`src/rtl/bitop_pkg.sv`:
```
// Shared definitions for the bitop_stream block: operator codes, MODE values
// and the FSM state encoding.
package bitop_pkg;

   localparam logic [2:0] OP_AND   = 3'd0;
   localparam logic [2:0] OP_OR    = 3'd1;
   localparam logic [2:0] OP_XOR   = 3'd2;
   localparam logic [2:0] OP_NAND  = 3'd3;
   localparam logic [2:0] OP_NOR   = 3'd4;
   localparam logic [2:0] OP_XNOR  = 3'd5;
   localparam logic [2:0] OP_ANDN  = 3'd6;
   localparam logic [2:0] OP_PASSA = 3'd7;

   localparam logic MODE_PAIR = 1'b0;
   localparam logic MODE_FOLD = 1'b1;

   typedef enum logic [1:0] {
      ST_IDLE = 2'd0,
      ST_FOLD = 2'd1,
      ST_HOLD = 2'd2
   } state_e;

endpackage

```
`src/rtl/bitop_alu.sv`:
```
// Combinational bitwise operator shared by pairwise and fold paths.
module bitop_alu
   import bitop_pkg::*;
#(
   parameter int WIDTH = 8
) (
   input  logic [WIDTH-1:0] x,
   input  logic [WIDTH-1:0] y,
   input  logic [2:0]       op,
   output logic [WIDTH-1:0] r
);

   // Select the bitwise function named by op.
   always_comb begin
      r = x;
      case (op)
         OP_AND:   r = x & y;
         OP_OR:    r = x | y;
         OP_XOR:   r = x ^ y;
         OP_NAND:  r = ~(x & y);
         OP_NOR:   r = ~(x | y);
         OP_XNOR:  r = ~(x ^ y);
         OP_ANDN:  r = x & ~y;
         OP_PASSA: r = x;
         default:  r = x;
      endcase
   end

endmodule

```
`src/rtl/bitop_stream.sv`:
```
// Streaming bitwise operator with pairwise and fold modes and valid/ready
// handshakes on both sides. The single accumulator register doubles as Y.
// Optional feature: define BITOP_STREAM_PARITY_EN to add output PAR (XOR of Y).
module bitop_stream
   import bitop_pkg::*;
#(
   parameter int WIDTH = 8,
   parameter int LEN_W = 4
) (
   input  logic             clk,
   input  logic             rst,
   input  logic             in_valid,
   output logic             in_ready,
   input  logic [WIDTH-1:0] A,
   input  logic [WIDTH-1:0] B,
   input  logic [2:0]       OP,
   input  logic             MODE,
   input  logic [LEN_W-1:0] FOLD_LEN,
   output logic             out_valid,
   input  logic             out_ready,
   output logic [WIDTH-1:0] Y,
   output logic [LEN_W-1:0] CNT
`ifdef BITOP_STREAM_PARITY_EN
   ,
   output logic             PAR
`endif
);

   state_e           state_q, state_d;
   logic [WIDTH-1:0] acc_q, acc_d;
   logic [LEN_W-1:0] cnt_q, cnt_d;
   logic [LEN_W-1:0] len_q, len_d;
   logic [2:0]       op_q, op_d;
   logic             vld_q, vld_d;
   logic [LEN_W-1:0] effLen;
   logic [LEN_W-1:0] cntInc;
   logic             inFire;
   logic [WIDTH-1:0] aluX, aluY, aluR;
   logic [2:0]       aluOp;

   // A requested fold length of zero behaves like a single-beat fold.
   assign effLen = (FOLD_LEN == '0) ? LEN_W'(1) : FOLD_LEN;
   assign cntInc = cnt_q + LEN_W'(1);
   assign inFire = in_valid & in_ready;

   // During a fold the accumulator is combined with A under the latched op;
   // otherwise the ALU sees the fresh A/B/OP of the offered beat.
   always_comb begin
      aluX  = A;
      aluY  = B;
      aluOp = OP;
      if (state_q == ST_FOLD) begin
         aluX  = acc_q;
         aluY  = A;
         aluOp = op_q;
      end
   end

   bitop_alu #(.WIDTH(WIDTH)) uAlu (
      .x  (aluX),
      .y  (aluY),
      .op (aluOp),
      .r  (aluR)
   );

   // State register; reset drops any fold in progress.
   always_ff @(posedge clk or posedge rst) begin
      if (rst) state_q <= ST_IDLE;
      else     state_q <= state_d;
   end

   // Next state plus datapath next values for each FSM state.
   always_comb begin
      state_d = state_q;
      acc_d   = acc_q;
      cnt_d   = cnt_q;
      len_d   = len_q;
      op_d    = op_q;
      vld_d   = vld_q;
      case (state_q)
         ST_IDLE: begin
            if (vld_q && out_ready) vld_d = 1'b0;
            if (inFire) begin
               acc_d = aluR;
               cnt_d = LEN_W'(1);
               if (MODE == MODE_PAIR) begin
                  vld_d = 1'b1;
               end else begin
                  vld_d   = 1'b0;
                  op_d    = OP;
                  len_d   = effLen;
                  state_d = (effLen == LEN_W'(1)) ? ST_HOLD : ST_FOLD;
               end
            end
         end
         ST_FOLD: begin
            if (inFire) begin
               acc_d = aluR;
               cnt_d = cntInc;
               if (cntInc == len_q) state_d = ST_HOLD;
            end
         end
         ST_HOLD: begin
            if (out_ready) state_d = ST_IDLE;
         end
         default: state_d = ST_IDLE;
      endcase
   end

   // Handshake outputs decoded from the current state.
   always_comb begin
      in_ready  = 1'b0;
      out_valid = 1'b0;
      case (state_q)
         ST_IDLE: begin
            in_ready  = ~vld_q | out_ready;
            out_valid = vld_q;
         end
         ST_FOLD: begin
            in_ready  = 1'b1;
            out_valid = 1'b0;
         end
         ST_HOLD: begin
            in_ready  = 1'b0;
            out_valid = 1'b1;
         end
         default: begin
            in_ready  = 1'b0;
            out_valid = 1'b0;
         end
      endcase
   end

   // Datapath registers: accumulator/result, beat count, latched fold setup.
   always_ff @(posedge clk or posedge rst) begin
      if (rst) begin
         acc_q <= '0;
         cnt_q <= '0;
         len_q <= '0;
         op_q  <= OP_AND;
         vld_q <= 1'b0;
      end else begin
         acc_q <= acc_d;
         cnt_q <= cnt_d;
         len_q <= len_d;
         op_q  <= op_d;
         vld_q <= vld_d;
      end
   end

   assign Y   = acc_q;
   assign CNT = cnt_q;

`ifdef BITOP_STREAM_PARITY_EN
   logic par_q;

   // Parity registered alongside Y so it holds whenever Y holds.
   always_ff @(posedge clk or posedge rst) begin
      if (rst) par_q <= 1'b0;
      else     par_q <= ^acc_d;
   end

   assign PAR = par_q;
`endif

endmodule

```
`config.mk`:
```
export PLATFORM = sky130hd
export DESIGN_NAME = bitop_stream
export DESIGN_NICKNAME = d
export VERILOG_FILES = /design/src/rtl/bitop_pkg.sv /design/src/rtl/bitop_alu.sv /design/src/rtl/bitop_stream.sv
export SDC_FILE = /design/constraint.sdc
export NUM_CORES = 1
export LEC_CHECK = 0
export ABC_CLOCK_PERIOD_IN_PS = 2800
export BUFFER_PORTS_ARGS = -buffer_cell sky130_fd_sc_hd__buf_2
export CAP_MARGIN = 20
export CELL_PAD_IN_SITES_DETAIL_PLACEMENT = 1
export CELL_PAD_IN_SITES_GLOBAL_PLACEMENT = 1
export CORE_AREA = 8 8 96 72
export CTS_BUF_LIST = sky130_fd_sc_hd__clkbuf_16
export CTS_CLUSTER_DIAMETER = 40
export DETAILED_ROUTE_END_ITERATION = 7
export DIE_AREA = 0 0 104 80
export GPL_TIMING_DRIVEN = 0
export PLACE_DENSITY = 0.91
export SLEW_MARGIN = 30
export SYNTH_ARGS = -nofsm -noshare
export SYNTH_HDL_FRONTEND = slang
export SYNTH_SLANG_ARGS = --single-unit
```
`constraint.sdc`:
```
create_clock -name clk -period 2.8 [get_ports clk]
set_clock_uncertainty 0.15 [all_clocks]
set_input_delay 0.28 -clock clk [delete_from_list [all_inputs] [get_ports clk]]
set_output_delay 0.28 -clock clk [all_outputs]
set_load 0.005 [all_outputs]
```
==> flow_metrics.tcl <==
set metrics [dict create \
    status "completed" \
    die_h_um 80 \
    track_usage 0.178 \
    cts.sinks 22 \
    avgSynthCellArea_um2 8.56 \
    overflow 0 \
    first_iter_violations 125 \
    period_needed_ns 2.58 \
    clk_latency_ns 0.27 \
    required_ns 2.82 \
    place_congestion 0.806 \
    coreArea_um2 5470 \
    min-delay-start "FOLD_LEN[2]" \
    slowest_delay_ns 0.40 \
    maxSlewHeadroom 0.336 \
    synth_most_common_cell "nand2_1" \
    grt_start_max_net_pins 23 \
    drive_gt1_frac 0.243 \
    pin_count 42 \
    clock.fmax_mhz 387 \
    synth_common_cells "nand2_1, inv_1, ha_1, dfrtp_1, mux2i_1" \
    dieArea_um2 8320 \
    rr_worst_depth 11 \
    final-hold-violation-count 0 \
    vias_per_cell 5.69 \
    final_util 0.486 \
    hold_path_class "input port to register" \
    timing.rr.start "state_q[0]" \
    post-synth-top-area-cell "dfrtp_1" \
    path_class "register to register" \
    r2r_slack_ns 0.22 \
    grt_pass1_wl_mm 12.2 \
    clock_tree.buffer_depth 2 \
    async_flop_share 1.00 \
    holdPathEnd "len_q[2]" \
    diodes 0 \
    synth_edf_count 0 \
    clockRootBuffer "clkbuf_16" \
    antenna_found_initial 0 \
    synth_top_area_share 0.248 \
    worst_pin_slew_ns 0.992 \
    cp-end-kind "register" \
    ys_ff_latch 22 \
    syn_to_final_growth_pct 20.0 \
    worst_slack_ns 0.217 \
    arrival_ns 2.61 \
    postSynthCellCount 259 \
    synth_nets 312 \
    first_pass_iters 4 \
    drv_cap 0 \
    rows 23 \
    slew_viol_final 0 \
    cts_made_buffers 3 \
    finalCritPeriodShare 0.922 \
    ir_drop_uv 432 \
    syn-cell-area_um2 2220 \
    drc 0 \
    grt_pass1_vias 2395 \
    cp_cell_sequence "clkbuf_4 -> nor2b_4 -> buf_4 -> nor2_1 -> a21oi_1 -> inv_1 -> ha_1 -> mux2i_1 -> nand4_1 -> o2111a_1 -> a221oi_2" \
    initial_core_util 0.405 \
    cts_htree_levels 1 \
    p_leak_nw 1.28 \
    hold_depth 2 \
    fin_nets 358 \
    slowest_stage "dfrtp_1" \
    portBuffers 41 \
    routedWlPerCell_um 19.1 \
    p_per_area_nw_per_um2 1250 \
    die_x_um 104 \
    path_clk_slew_ns 0.07 \
    pre_cts_slack_ns -0.126 \
    register_area_um2 551 \
    critical_path.max_fanout 10 \
    grt_setup_unrepaired "no" \
    multi_input_area_um2 1540 \
    rr_endpoint "Y[3]" \
    fill_cells 674 \
    dp_hpwl_mm 5.41 \
    synth_warnings 0 \
    seq_area_frac_synth 0.248 \
    cp-start-kind "register" \
    synthTopCellsByArea "dfrtp_1, ha_1, mux2i_1" \
    synthFlopType "dfrtp_1" \
    final_antenna_net_count 0 \
    drt-total-wl_mm 7.23 \
    setup_viol 0 \
    cts_tree "built" \
    synth_cell_types 43 \
    vias 2157 \
    post-cts-setup-buffer-count 0 \
]
[final cells by class]
type | count | share of cell area
Buffer | 11 | 0.0296
Clock buffer | 3 | 0.0282
Clock inverter | 1 | 0.00141
Inverter | 26 | 0.0367
Multi-Input combinational cell | 199 | 0.581
Sequential cell | 22 | 0.207
Tap cell | 75 | 0.0353
Timing Repair Buffer | 42 | 0.0809
[per-stage QoR]
| stage | setup TNS, ns | hold WS [ns] | cells | area [um^2] | power (W) |
|---|---|---|---|---|---|
| global placement | -0.00917 | 0.343 | 375 | 2510 | 0.00271 |
| detailed placement | -0.532 | 0.370 | 375 | 2510 | 0.00286 |
| floorplan | 0 | 0.119 | 259 | 2220 | 0.00223 |
| finish | 0 | 0.113 | 379 | 2660 | 0.00332 |
| CTS | 0 | 0.0775 | 379 | 2610 | 0.00325 |
| global route | 0 | 0.131 | 379 | 2660 | 0.00360 |
[layout by cell type, fill, tap and decap left out, types with 5 or more instances in the layout]
master / Yosys / final
o22ai_1: 7 / 7
o21ai_0: 10 / 10
a31oi_1: 5 / 5
mux2i_1: 19 / 15
o22a_1: 7 / 7
a21oi_1: 12 / 12
nor3_1: 9 / 9
ha_1: 25 / 25
mux2_2: 11 / 11
inv_1: 26 / 25
dfrtp_1: 22 / 22
nor3b_1: 9 / 9
nand3_1: 5 / 5
nor2_1: 9 / 9
buf_2: 6 / 43
nand2_1: 32 / 32
[critical path: cells and delay by family, from the launching register on]
kind            cells  cell delay [ns]
buf+inv             3             0.55
flops               1             0.40
simple gates        3             0.44
mux                 1             0.14
fa+ha+maj           1             0.24
compound gates      3             0.56
[per-layer routing]
layer,vias up,global-route usage,wire (um)
met4,0,0.0446,78
met5,-,0,0
li1,1029,-,-
met3,11,0.0347,422
met1,1046,0.228,3360
met2,71,0.301,3370
[flip-flops by register name, summed over array words and instances (netlist names)]
name	cells
CNT	4
Y	8
len_q	4
op_q	3
state_q	2
vld_q	1
[power by group]
part	leakage, nW	internal, W	switching, W	total, W
sequential	0.264	0.000477	0.000182	0.000659
combinational	0.977	0.00104	0.00130	0.00234
clock	0.0385	0.000192	0.000131	0.000322
[repair_timing]
item,in CTS,in global routing
gates resized for setup,6,13
endpoints found under the setup margin,8,8
hold buffers,0,1
hold endpoints to repair,0,22
[kinds of logic after synthesis]
| kind of cell | Yosys count | share of synthesized area |
|---|---|---|
| flops | 22 | 0.248 |
| simple gates | 75 | 0.168 |
| fa+ha+maj | 25 | 0.141 |
| mux | 32 | 0.152 |
| buf+inv | 38 | 0.0768 |
| xor+xnor | 6 | 0.0237 |
| compound gates | 61 | 0.190 |
[how the worst max path moves through the flow]
stage	start	end	slack [ns]
floorplan	state_q[1]	Y[3]	0.31
global placement	state_q[0]	Y[7]	-0.009
detailed placement	state_q[0]	Y[3]	-0.13
CTS	state_q[1]	Y[6]	0.04
global route	state_q[0]	Y[0]	0.02
finish	state_q[0]	Y[3]	0.22
No activity file was read; power rests on OpenSTA's default activity.
